File: src/rtl/dm_wb_pkg.sv
// Shared types and widths for the data-memory / writeback stage.
package dm_wb_pkg;

    localparam int XLEN       = 32;
    localparam int REG_ADDR_W = 5;
    localparam int CNT_W      = 8;

    typedef enum logic {
        IDLE   = 1'b0,
        ACCESS = 1'b1
    } state_e;

endpackage

File: src/rtl/dm_timeout_cnt.sv
// Access timeout counter: cleared on access entry, counts unacknowledged cycles,
// flags expiry when the count reaches LIMIT-1.
module dm_timeout_cnt
    import dm_wb_pkg::*;
#(
    parameter int LIMIT = 16
) (
    input  logic clk,
    input  logic reset,
    input  logic clear,
    input  logic enable,
    output logic expired
);

    logic [CNT_W-1:0] cnt_q;

    always_ff @(posedge clk or negedge reset) begin
        if (!reset) begin
            cnt_q <= '0;
        end else if (clear) begin
            cnt_q <= '0;
        end else if (enable) begin
            cnt_q <= cnt_q + 1'b1;
        end
    end

    assign expired = (cnt_q == CNT_W'(LIMIT - 1));

endmodule

File: src/rtl/dm_wb_stage.sv
// Data-memory / writeback pipeline stage with handshaked memory port and timeout.
// Optional build macro DM_MISALIGN_CHECK_EN rejects word-misaligned memory ops.
module dm_wb_stage
    import dm_wb_pkg::*;
#(
    parameter int TIMEOUT_CYCLES = 16
) (
    input  logic                  clk,
    input  logic                  reset,
    input  logic                  mem_read_in,
    input  logic                  mem_write_in,
    input  logic                  mem_to_reg_in,
    input  logic                  reg_write_in,
    input  logic [REG_ADDR_W-1:0] rd_in,
    input  logic [XLEN-1:0]       mem_address_in,
    input  logic [XLEN-1:0]       write_data_in,
    output logic                  dmem_req,
    output logic                  dmem_we,
    output logic [XLEN-1:0]       dmem_addr,
    output logic [XLEN-1:0]       dmem_wdata,
    input  logic                  dmem_ack,
    input  logic [XLEN-1:0]       dmem_rdata,
    output logic                  stall,
    output logic [XLEN-1:0]       read_data_out,
    output logic [XLEN-1:0]       alu_result_out,
    output logic [REG_ADDR_W-1:0] rd_out,
    output logic                  mem_to_reg_out,
    output logic                  reg_write_out,
    output logic                  mem_err_out
);

    state_e                state_q, state_d;
    logic                  req_q, req_d, we_q, we_d;
    logic [XLEN-1:0]       addr_q, addr_d, wdata_q, wdata_d;
    logic [REG_ADDR_W-1:0] rd_lat_q, rd_lat_d;
    logic                  rd_en_lat_q, rd_en_lat_d;
    logic                  mtr_lat_q, mtr_lat_d;
    logic                  rw_lat_q, rw_lat_d;
    logic [XLEN-1:0]       rdata_q, rdata_d, alu_q, alu_d;
    logic [REG_ADDR_W-1:0] rd_out_q, rd_out_d;
    logic                  mtr_out_q, mtr_out_d;
    logic                  rw_out_q, rw_out_d;
    logic                  err_q, err_d;
    logic                  stall_raw, cnt_clear, cnt_en, expired;
    logic                  one_op, both_ops, misalign;

    assign one_op   = mem_read_in ^ mem_write_in;
    assign both_ops = mem_read_in & mem_write_in;

`ifdef DM_MISALIGN_CHECK_EN
    assign misalign = |mem_address_in[1:0];
`else
    assign misalign = 1'b0;
`endif

    dm_timeout_cnt #(
        .LIMIT (TIMEOUT_CYCLES)
    ) u_timeout (
        .clk     (clk),
        .reset   (reset),
        .clear   (cnt_clear),
        .enable  (cnt_en),
        .expired (expired)
    );

    always_comb begin
        state_d     = state_q;
        req_d       = req_q;
        we_d        = we_q;
        addr_d      = addr_q;
        wdata_d     = wdata_q;
        rd_lat_d    = rd_lat_q;
        rd_en_lat_d = rd_en_lat_q;
        mtr_lat_d   = mtr_lat_q;
        rw_lat_d    = rw_lat_q;
        rdata_d     = rdata_q;
        alu_d       = alu_q;
        rd_out_d    = rd_out_q;
        mtr_out_d   = mtr_out_q;
        rw_out_d    = 1'b0;   // bubble unless an instruction retires this edge
        err_d       = 1'b0;
        stall_raw   = 1'b0;
        cnt_clear   = 1'b0;
        cnt_en      = 1'b0;

        unique case (state_q)
            IDLE: begin
                if (both_ops || (one_op && misalign)) begin
                    alu_d     = mem_address_in;
                    rd_out_d  = rd_in;
                    mtr_out_d = mem_to_reg_in;
                    rdata_d   = '0;
                    err_d     = 1'b1;
                end else if (one_op) begin
                    stall_raw   = 1'b1;
                    addr_d      = mem_address_in;
                    wdata_d     = write_data_in;
                    rd_lat_d    = rd_in;
                    rd_en_lat_d = mem_read_in;
                    mtr_lat_d   = mem_to_reg_in;
                    rw_lat_d    = reg_write_in;
                    req_d       = 1'b1;
                    we_d        = mem_write_in;
                    cnt_clear   = 1'b1;
                    state_d     = ACCESS;
                end else begin
                    alu_d     = mem_address_in;
                    rd_out_d  = rd_in;
                    mtr_out_d = mem_to_reg_in;
                    rw_out_d  = reg_write_in;
                    rdata_d   = '0;
                end
            end
            ACCESS: begin
                // Ack is checked before expiry so a last-cycle ack still retires normally.
                if (dmem_ack) begin
                    rdata_d   = rd_en_lat_q ? dmem_rdata : '0;
                    alu_d     = addr_q;
                    rd_out_d  = rd_lat_q;
                    mtr_out_d = mtr_lat_q;
                    rw_out_d  = rw_lat_q;
                    req_d     = 1'b0;
                    we_d      = 1'b0;
                    state_d   = IDLE;
                end else if (expired) begin
                    rdata_d   = '0;
                    alu_d     = addr_q;
                    rd_out_d  = rd_lat_q;
                    mtr_out_d = mtr_lat_q;
                    err_d     = 1'b1;
                    req_d     = 1'b0;
                    we_d      = 1'b0;
                    state_d   = IDLE;
                end else begin
                    stall_raw = 1'b1;
                    cnt_en    = 1'b1;
                end
            end
            default: state_d = IDLE;
        endcase
    end

    always_ff @(posedge clk or negedge reset) begin
        if (!reset) begin
            state_q     <= IDLE;
            req_q       <= 1'b0;
            we_q        <= 1'b0;
            addr_q      <= '0;
            wdata_q     <= '0;
            rd_lat_q    <= '0;
            rd_en_lat_q <= 1'b0;
            mtr_lat_q   <= 1'b0;
            rw_lat_q    <= 1'b0;
            rdata_q     <= '0;
            alu_q       <= '0;
            rd_out_q    <= '0;
            mtr_out_q   <= 1'b0;
            rw_out_q    <= 1'b0;
            err_q       <= 1'b0;
        end else begin
            state_q     <= state_d;
            req_q       <= req_d;
            we_q        <= we_d;
            addr_q      <= addr_d;
            wdata_q     <= wdata_d;
            rd_lat_q    <= rd_lat_d;
            rd_en_lat_q <= rd_en_lat_d;
            mtr_lat_q   <= mtr_lat_d;
            rw_lat_q    <= rw_lat_d;
            rdata_q     <= rdata_d;
            alu_q       <= alu_d;
            rd_out_q    <= rd_out_d;
            mtr_out_q   <= mtr_out_d;
            rw_out_q    <= rw_out_d;
            err_q       <= err_d;
        end
    end

    // Stall is combinational, so it must be forced low while reset is held.
    assign stall          = reset & stall_raw;
    assign dmem_req       = req_q;
    assign dmem_we        = we_q;
    assign dmem_addr      = addr_q;
    assign dmem_wdata     = wdata_q;
    assign read_data_out  = rdata_q;
    assign alu_result_out = alu_q;
    assign rd_out         = rd_out_q;
    assign mem_to_reg_out = mtr_out_q;
    assign reg_write_out  = rw_out_q;
    assign mem_err_out    = err_q;

endmodule

File: config.mk
export PLATFORM = sky130hd
export DESIGN_NAME = dm_wb_stage
export DESIGN_NICKNAME = d
export VERILOG_FILES = /design/src/rtl/dm_wb_pkg.sv /design/src/rtl/dm_timeout_cnt.sv /design/src/rtl/dm_wb_stage.sv
export SDC_FILE = /design/constraint.sdc
export NUM_CORES = 1
export LEC_CHECK = 0
export ABC_AREA = 1
export CAP_MARGIN = 20
export CORE_ASPECT_RATIO = 1.1
export CORE_MARGIN = 1.5
export CORE_UTILIZATION = 45
export CTS_CLUSTER_SIZE = 25
export DETAILED_ROUTE_END_ITERATION = 10
export PLACE_DENSITY = 0.81
export SYNTH_ARGS = -nofsm -noshare
export SYNTH_HDL_FRONTEND = slang
export SYNTH_HIERARCHICAL = 1
export SYNTH_SLANG_ARGS = --single-unit
File: constraint.sdc
create_clock -name clk -period 2.5 [get_ports clk]
set_input_delay 0.375 -clock clk [delete_from_list [all_inputs] [get_ports clk]]
set_output_delay 0.375 -clock clk [all_outputs]
set_load 0.005 [all_outputs]
# Word-level counts from Yosys, hierarchy flattened
# Index checks and enable logic that the tools add are counted.
# op_classes
n_bitwise	5
add_sub_neg	1
reduce_logical	4
eq_ne	5
n_mux	46
# op_table
op	n
2-to-1 mux 32 bit	9
one-hot mux 32 bit (2 select lines)	2
2-to-1 mux 1 bit	22
2-to-1 mux 5 bit	4
2-to-1 mux 8 bit	2
one-hot mux 1 bit (2 select lines)	6
one-hot mux 5 bit (2 select lines)	1
adder 8 x 1 -> 8 bit (second input constant)	1
equality test 8 x 4 -> 1 bit (second input constant)	1
AND reduction 3 bit	2
inequality test 2 bit (second input constant)	2
inequality test 3 x 2 -> 1 bit (second input constant)	1
inequality test 3 bit (second input constant)	1
AND 1 bit	2
NOT 1 bit	2
AND reduction 2 bit	1
nonzero test 2 bit	1
XOR 1 bit	1
# word_totals
ff_bits	155
word_cells	77
out_inout_bits	139

# Depth between registers and ports, before layout
# logic_depth
depth_word	6
depth_mapped	13
mapped_depth_nobuf	12

# By module
# The synthesis kept the hierarchy.
# modules_own_cells
module	cells_per_inst	seq_area_each_um2	n_inst	area_each_um2
dm_wb_stage	769	3678.5	1	6298.5
dm_timeout_cnt	61	200.2	1	456.7

# Worst setup path before layout
# OpenSTA, ideal clock, no wires.
# synth_path
path_type	register to register
from	reg u_timeout.cnt_q[1]
to	reg u_timeout.cnt_q[5]
stages_incl_launch_ff	14
synth_period_minus_slack_ns	1.886
path_buffers	1
path_slack_ns	0.614
setup_ns	0.114
arrival_time_ns	1.772
cell_sequence	dfrtp_1 -> ha_1 -> nand3_1 -> nor4_1 -> nor2_1 -> nand2_2 -> buf_2 -> inv_1 -> inv_2 -> nand2_4 -> nand3_1 -> nand2_1 -> nand2_1 -> nor2_2
# synth_between
elab_chain_len	5
elab_cells_between_ends	8
classes_between	add/sub (1); eq/ne (1); mux (5); reduce/logical (1)
# synth_rtl
element	line_no	text
start, declared	dm_timeout_cnt.sv:15	logic [CNT_W-1:0] cnt_q;
start signal, assigned	dm_timeout_cnt.sv:23	cnt_q <= cnt_q + 1'b1;
equality test 8 x 4 -> 1 bit	dm_timeout_cnt.sv:27	assign expired = (cnt_q == CNT_W'(LIMIT - 1));
net expired	dm_wb_stage.sv:44	logic stall_raw, cnt_clear, cnt_en, expired;
2-to-1 mux 1 bit	dm_wb_stage.sv:125	end else if (expired) begin
2-to-1 mux 1 bit	dm_wb_stage.sv:116	if (dmem_ack) begin
2-to-1 mux 1 bit	dm_wb_stage.sv:86	unique case (state_q)
net cnt_en	dm_wb_stage.sv:44	
nonzero test 2 bit (no source line)	--	
# The timed path passes the listed nets, and every way through them passes these cells. The select of a mux whose other input is x is not followed.
# A chain may end at the register's enable or synchronous reset.

# Worst setup path after layout
# layout_path
from	reg u_timeout.cnt_q[4]
to	out stall
# layout_between
elab_chain_len	5
# layout_rtl
element	line_no	text
equality test 8 x 4 -> 1 bit	dm_timeout_cnt.sv:27	
net expired	dm_wb_stage.sv:44	
2-to-1 mux 1 bit	dm_wb_stage.sv:125	
2-to-1 mux 1 bit	dm_wb_stage.sv:116	
one-hot mux 1 bit (2 select lines)	dm_wb_stage.sv:86	
AND 1 bit	dm_wb_stage.sv:180	assign stall = reset & stall_raw;
end, declared	dm_wb_stage.sv:23	output logic stall,
# The timed path passes the listed nets, and every way through them passes these cells.

==> impl_metrics.tcl <==
set metrics [dict create \
    ys_ff_latch 155 \
    period_share_pct 85.9 \
    hold_class "in -> async" \
    path_buf_inv 1 \
    clock_sinks 155 \
    crit_family "simple AND/OR/NAND/NOR gates" \
    finalCriticalPeriod_ns 2.15 \
    wl_per_cell_um 14.9 \
    grt_util_all_layers_pct 24.6 \
    syn2layout_area_growth_pct 48.0 \
    worstMarginPinSlew_ns 0.853 \
    synthArstFlopShare_pct 100 \
    synth_common_cells "457 x nand2_1, 155 x dfrtp_1, 118 x nand3_1, 44 x buf_2, 13 x nor2_1" \
    via_per_inst 4.98 \
    drive_above_1_share_pct 6.26 \
    antenna_found_initial 0 \
    yosys_warnings 6 \
    critPathLaunchType "flip-flop" \
    cts_tree "built" \
    finalSetupTns_ns 0 \
    clockPowerShare_pct 26.8 \
    fp-row-count 46 \
    rsz0062_at_grt "no" \
    numCtsBuffers 17 \
    grt_pass1_vias 6209 \
    slew_violations 0 \
    max_slew_margin_pct 43.1 \
    cellLeakagePower_uw 0.00508 \
    cp_max_fo 4 \
    antenna_left 0 \
    clockRootBuffer "clkbuf_16" \
    synth_nets 941 \
    path_cells "or2_1 -> nor4_4 -> nor2_1 -> nand2_2 -> a21boi_2 -> dlymetal6s2s_1" \
    synth-main-ff-cell "dfrtp_1" \
    setup_viol 0 \
    cp-end-kind "primary output" \
    die_y_um 132 \
    ioPinCount 247 \
    critPathArrivalTime_ns 1.77 \
    drt_iter0_markers 384 \
    syn_inst 830 \
    sw_frac_of_total_pct 30.5 \
    clock_skew_ns 0.00521 \
    p_int_uw 6770 \
    avgSynthCellArea_um2 8.14 \
    power_frac_seq_pct 38.8 \
    fmax_ghz 0.466 \
    cts_max_path_buffers 2 \
    grt_first_pass_wirelength_um 30700 \
    cp.required_ns 2.12 \
    clk_latency_ns 0.42 \
    cts.clk_slew.worst_paths_ns 0.06 \
    place.gp.congestion 0.822 \
    drt_pass1_iterations 5 \
    grt.overflow.total 0 \
    p_total_uw 9740 \
    dieArea_um2 15800 \
    synth.cell_area_um2 6760 \
    cp_slowest_cell "dfrtp_1" \
    run_status "finished, final reports clean" \
    nNetsFinal 1171 \
    antenna_cells 0 \
    max-vdd-ir-drop_uv 485 \
    yosysTopAreaCell "dfrtp_1" \
    vias 6287 \
    netlist.area_leader.share_pct 57.4 \
    drv_cap 0 \
    hpwl_um 12400 \
    yosysSeqAreaShare_pct 57.4 \
    synth_edf_count 0 \
    yosys.cell_count.top_type "nand2_1" \
    initial_core_util_pct 46.4 \
    core_area_um2 14600 \
    grt_max_degree 156 \
    drc 0 \
    power_switching_uw 2970 \
    hold_viol 0 \
    cellPowerDensity_nw_per_um2 974 \
    die_w_um 120 \
    combPwrFrac_pct 34.3 \
    fillers 1190 \
    synth_cell_types 24 \
    routed_wl_um 18800 \
    crit_type "reg -> out" \
    portBuffers 246 \
    synthTopCellsByArea "dfrtp_1 57%, nand2_1 25%, nand3_1 8.7%" \
    hold_slack_ns 0.0702 \
    htreeDepth 4 \
    cpPeakStageDelay_ns 0.42 \
]
## final cells by class
type | instances | area [um2] | area share [%]
sequential | 155 | 3880 | 38.8
timing repair buffer | 262 | 2650 | 26.5
multi-input combinational | 613 | 2580 | 25.8
clock buffer | 23 | 488 | 4.88
tap | 192 | 240 | 2.40
clock inverter | 7 | 114 | 1.14
inverter | 11 | 46.3 | 0.463
## per-stage QoR
| stage | instance area [um2] | worst slack (ns) | cells | util, % |
|---|---|---|---|---|
| 2_1_floorplan | 6760 | 0.614 | 830 | - |
| 3_3_place_gp | 9360 | 0.0713 | 1232 | 64.3 |
| 3_5_place_dp | 9360 | 0.00413 | 1232 | 64.3 |
| 4_1_cts | 9990 | 0.00322 | 1263 | 68.6 |
| 5_1_grt | 10000 | 0.274 | 1263 | 68.7 |
| 6_report | 10000 | 0.353 | 1263 | 68.7 |
## registers in the layout (all words and copies together), names as in the netlist, 5 cells and up
register,flops
rd_out,5
read_data_out,32
u_timeout/cnt_q,8
rd_lat_q,5
dmem_wdata,32
alu_result_out,32
dmem_addr,32
## routing by layer
metal / share of wire, % / vias to the layer above / track usage, % / wire length [um]
met5: 0 / - / 0 / 0
met4: 1.4 / 0 / 7.47 / 266
met3: 8.8 / 24 / 8.68 / 1670
met2: 48 / 263 / 41.5 / 9080
met1: 42 / 2934 / 29.5 / 7830
li1: - / 3066 / - / -
## worst register-to-register path: stages (launching register included)
cell and delay (ns):
dfrtp_1 0.42, or2_1 0.29, nor4_4 0.25, nor2_1 0.09, nand2_2 0.09, buf_4 0.26, buf_4 0.36, nand2_1 0.13
nand2_1 0.07, nand2_1 0.05
## cells by family (layout without fill, tap and decap cells)
group / count (synthesis) / in the layout / synth area share (%)
simple gates: 605 / 605 / 36.8
fa+ha+maj: 3 / 3 / 0.556
flops: 155 / 155 / 57.4
compound gates: 5 / 5 / 0.408
buf+inv: 62 / 303 / 4.78
## power groups by stage
stage                     Sequential (uW)  Combinational, uW  Clock [uW]
after floorplan                      3800               1270           0
after global placement               3780               3310           0
after detailed placement             3810               3370           0
after CTS                            3790               3390        2660
after global routing                 3880               3710        2780
final                                3780               3340        2610
## timing repair
| item | 4_1_cts | 5_1_grt |
|---|---|---|
| buffers inserted | 1 | 0 |
| hold buffers | 0 | 0 |
| gates resized for setup | 5 | 2 |
| endpoints found under the setup margin | 1 | 1 |
| gates cloned | 0 | 0 |
| pin swaps | 2 | 1 |
## worst paths after layout
check	depth (start not counted)	endpoint	startpoint	slack [ns]
worst min register to register	2	read_data_out[14]	read_data_out[14]	0.47
worst max register to register	9	dmem_req	u_timeout/cnt_q[4]	0.37
worst min-delay path	2	read_data_out[11]	reset	0.07
max in group asynchronous	2	rd_out[3]	reset	1.75
worst max-delay path	6	stall	u_timeout/cnt_q[4]	0.35
min in group clk	2	read_data_out[14]	read_data_out[14]	0.47
## cell usage in the layout (no fill, tap or decap)
cell and n:
a21boi_2 1, clkinv_4 1, dlymetal6s2s_1 1, clkbuf_8 4, buf_6 1, inv_2 2, buf_12 5, nand2_2 3
a21oi_1 2, buf_4 11, nor2_8 1, and3_1 1, dfrtp_1 154, clkdlybuf4s50_1 244, or2_1 1, nor4_4 1
o21ai_0 2, nand2_4 2, clkbuf_16 17, ha_1 1, bufinv_16 3, clkbuf_1 2, nor2_1 13, nand3_2 2
dfrtp_2 1, inv_4 2, inv_1 7, nand2_1 457, nand3_1 117, clkinv_2 3, nand4_1 2, ha_2 2
nor2_2 5
Power figures use the tool's default switching activity.
==> RTL change: new RTL, same settings <==
The output `mem_err_out` loses its register stage (`err_q` becomes a continuous assignment).
--- a/src/rtl/dm_wb_stage.sv
+++ b/src/rtl/dm_wb_stage.sv
@@ -156,7 +156,6 @@
             rd_out_q    <= '0;
             mtr_out_q   <= 1'b0;
             rw_out_q    <= 1'b0;
-            err_q       <= 1'b0;
         end else begin
             state_q     <= state_d;
             req_q       <= req_d;
@@ -172,9 +171,10 @@
             rd_out_q    <= rd_out_d;
             mtr_out_q   <= mtr_out_d;
             rw_out_q    <= rw_out_d;
-            err_q       <= err_d;
         end
     end
+
+    assign err_q = err_d;
 
     // Stall is combinational, so it must be forced low while reset is held.
     assign stall          = reset & stall_raw;
Function: changed (a bounded check fails within 4 cycles, from zero or initial values and one cycle with reset low).
==> RTL change against the original RTL <==
Sequential cell count shrank 1. Worst setup slack got worse by 0.25 ns. Largest power group unchanged. Total power grew 0.98%. Via count rose by 2.0%. Fmax fell by 10%. Final area hardly changed. Synthesized area fell by 0.37%. Routed wire length up 3.5%. Critical path depth shrank 1.
==> RTL change: results <==
[global_routing]
grt_max_degree = 155
grt_use_total_pct = 25.48
grt_pass1_wl_mm = 31.81
grt_pass1_vias = 6319
antenna_found_initial = 1

[setup_path]
cp_max_fo = 4
crit_arrival_ns = 2.02
slowest_delay_ns = 0.49
r2r_setup_slack_ns = 0.40
cpMaxStageDelayCell = clkdlybuf4s50_1

[clocking]
htree_levels = 4
cts_root_buffer = clkbuf_16
cts_made_buffers = 17

[drt]
wl_met3_mm = 1.768
drt_first_pass_iters = 7
drt_iter0_drc = 359
ant_nets = 0
route.met2.wl_mm = 9.548
wl_mm = 19.50
met1_length_mm = 7.719

[power_and_ir_drop]
power_leakage_nw = 5.066
p_int_mw = 6.791
worst_ir_drop_vdd_mv = 0.4569

[placed_design]
dp_hpwl_mm = 12.79
place_area_mm2 = 0.009349
place_ws_ns = 0.1078

[sta]
clock_skew_ns = 0.007825
fin_crit_sh_pct = 95.70
slew_headroom_pct = 43.73

[synthesis]
synth_async_sr_flop_share_pct = 100.0
synth_top_cells_by_area = dfrtp_1 57%, nand2_1 25%, nand3_1 8.8%
ys_seq_area_share_pct = 57.26
synth_nets = 940
synth_commonest_cells = 457 x nand2_1, 154 x dfrtp_1, 118 x nand3_1
yosysTopAreaCellShare_pct = 57.26

[cells_and_area]
layout-drive-gt1-share_pct = 6.536
finalNetCount = 1170

[outcome]
status = completed
[RTL change: cell types whose count changed after synthesis, sizes merged]
cell and delta:
dfrtp -1
[RTL change: worst paths after layout]
check                                      to  cells after the start
setup / recovery                  mem_err_out                      5
hold / removal                  dmem_addr[22]                      2
setup reg to reg           u_timeout/cnt_q[7]                     10
hold reg to reg             read_data_out[14]                      2
max in group asynchronous             state_q                      2
min in group clk            read_data_out[14]                      2
[RTL change: logic make-up (layout without fill, tap and decap cells)]
logic type	count (synthesis)	in the layout	synth area share (%)
flops	154	154	57.26
simple gates	605	605	36.98
buf+inv	62	304	4.796
fa+ha+maj	3	3	0.5578
other cells	0	1	0
compound gates	5	5	0.4091
[RTL change: per-stage QoR]
step | power, mW | utilization (%) | cells | hold WS (ns)
floorplan | 5.045 | - | 829 | 0.07941
global placement | 7.085 | 64.46 | 1231 | 0.4524
detailed placement | 7.174 | 64.46 | 1231 | 0.4536
CTS | 9.925 | 68.94 | 1263 | 0.1512
global route | 10.44 | 68.98 | 1263 | 0.1529
finish | 9.836 | 69.00 | 1264 | 0.05965
[RTL change: area by class of cell]
class                      instances  area (um2)
clock buffer                      19       442.9
multi-input combinational        613        2585
sequential                       154        3855
tap                              192       240.2
clock inverter                    12       173.9
fill                            1158        4497
antenna                            1       2.502
timing repair buffer             262        2661
inverter                          11       46.29
[RTL change: worst reg2reg max path, cell delays in order (launching register included)]
cell,delay [ns]
dfrtp_1,0.41
or2_4,0.28
nor4_4,0.26
nor2_1,0.11
nand2_2,0.12
buf_12,0.24
inv_1,0.14
nor2_2,0.16
nor2_2,0.07
a21oi_1,0.14
nor2_1,0.06
[RTL change: power by group through the flow]
stage	logic, mW	registers [mW]	clock network [mW]
2_1_floorplan	1.27	3.78	0
4_1_cts	3.42	3.76	2.74
3_5_place_dp	3.39	3.78	0
5_1_grt	3.74	3.86	2.84
6_report	3.39	3.76	2.68
3_3_place_gp	3.32	3.76	0
[RTL change: repair_timing]
action,in CTS,in global routing
setup endpoints to repair,2,1
pin swaps,1,2
hold buffers,0,0
buffers inserted,1,0
gates resized for setup,6,2
[RTL change: layer usage]
metal  up-vias  track usage, %
li1       3056               -
met1      3045           29.63
met2       277           43.20
met3        35           8.420
met4         0           10.32
met5         -               0
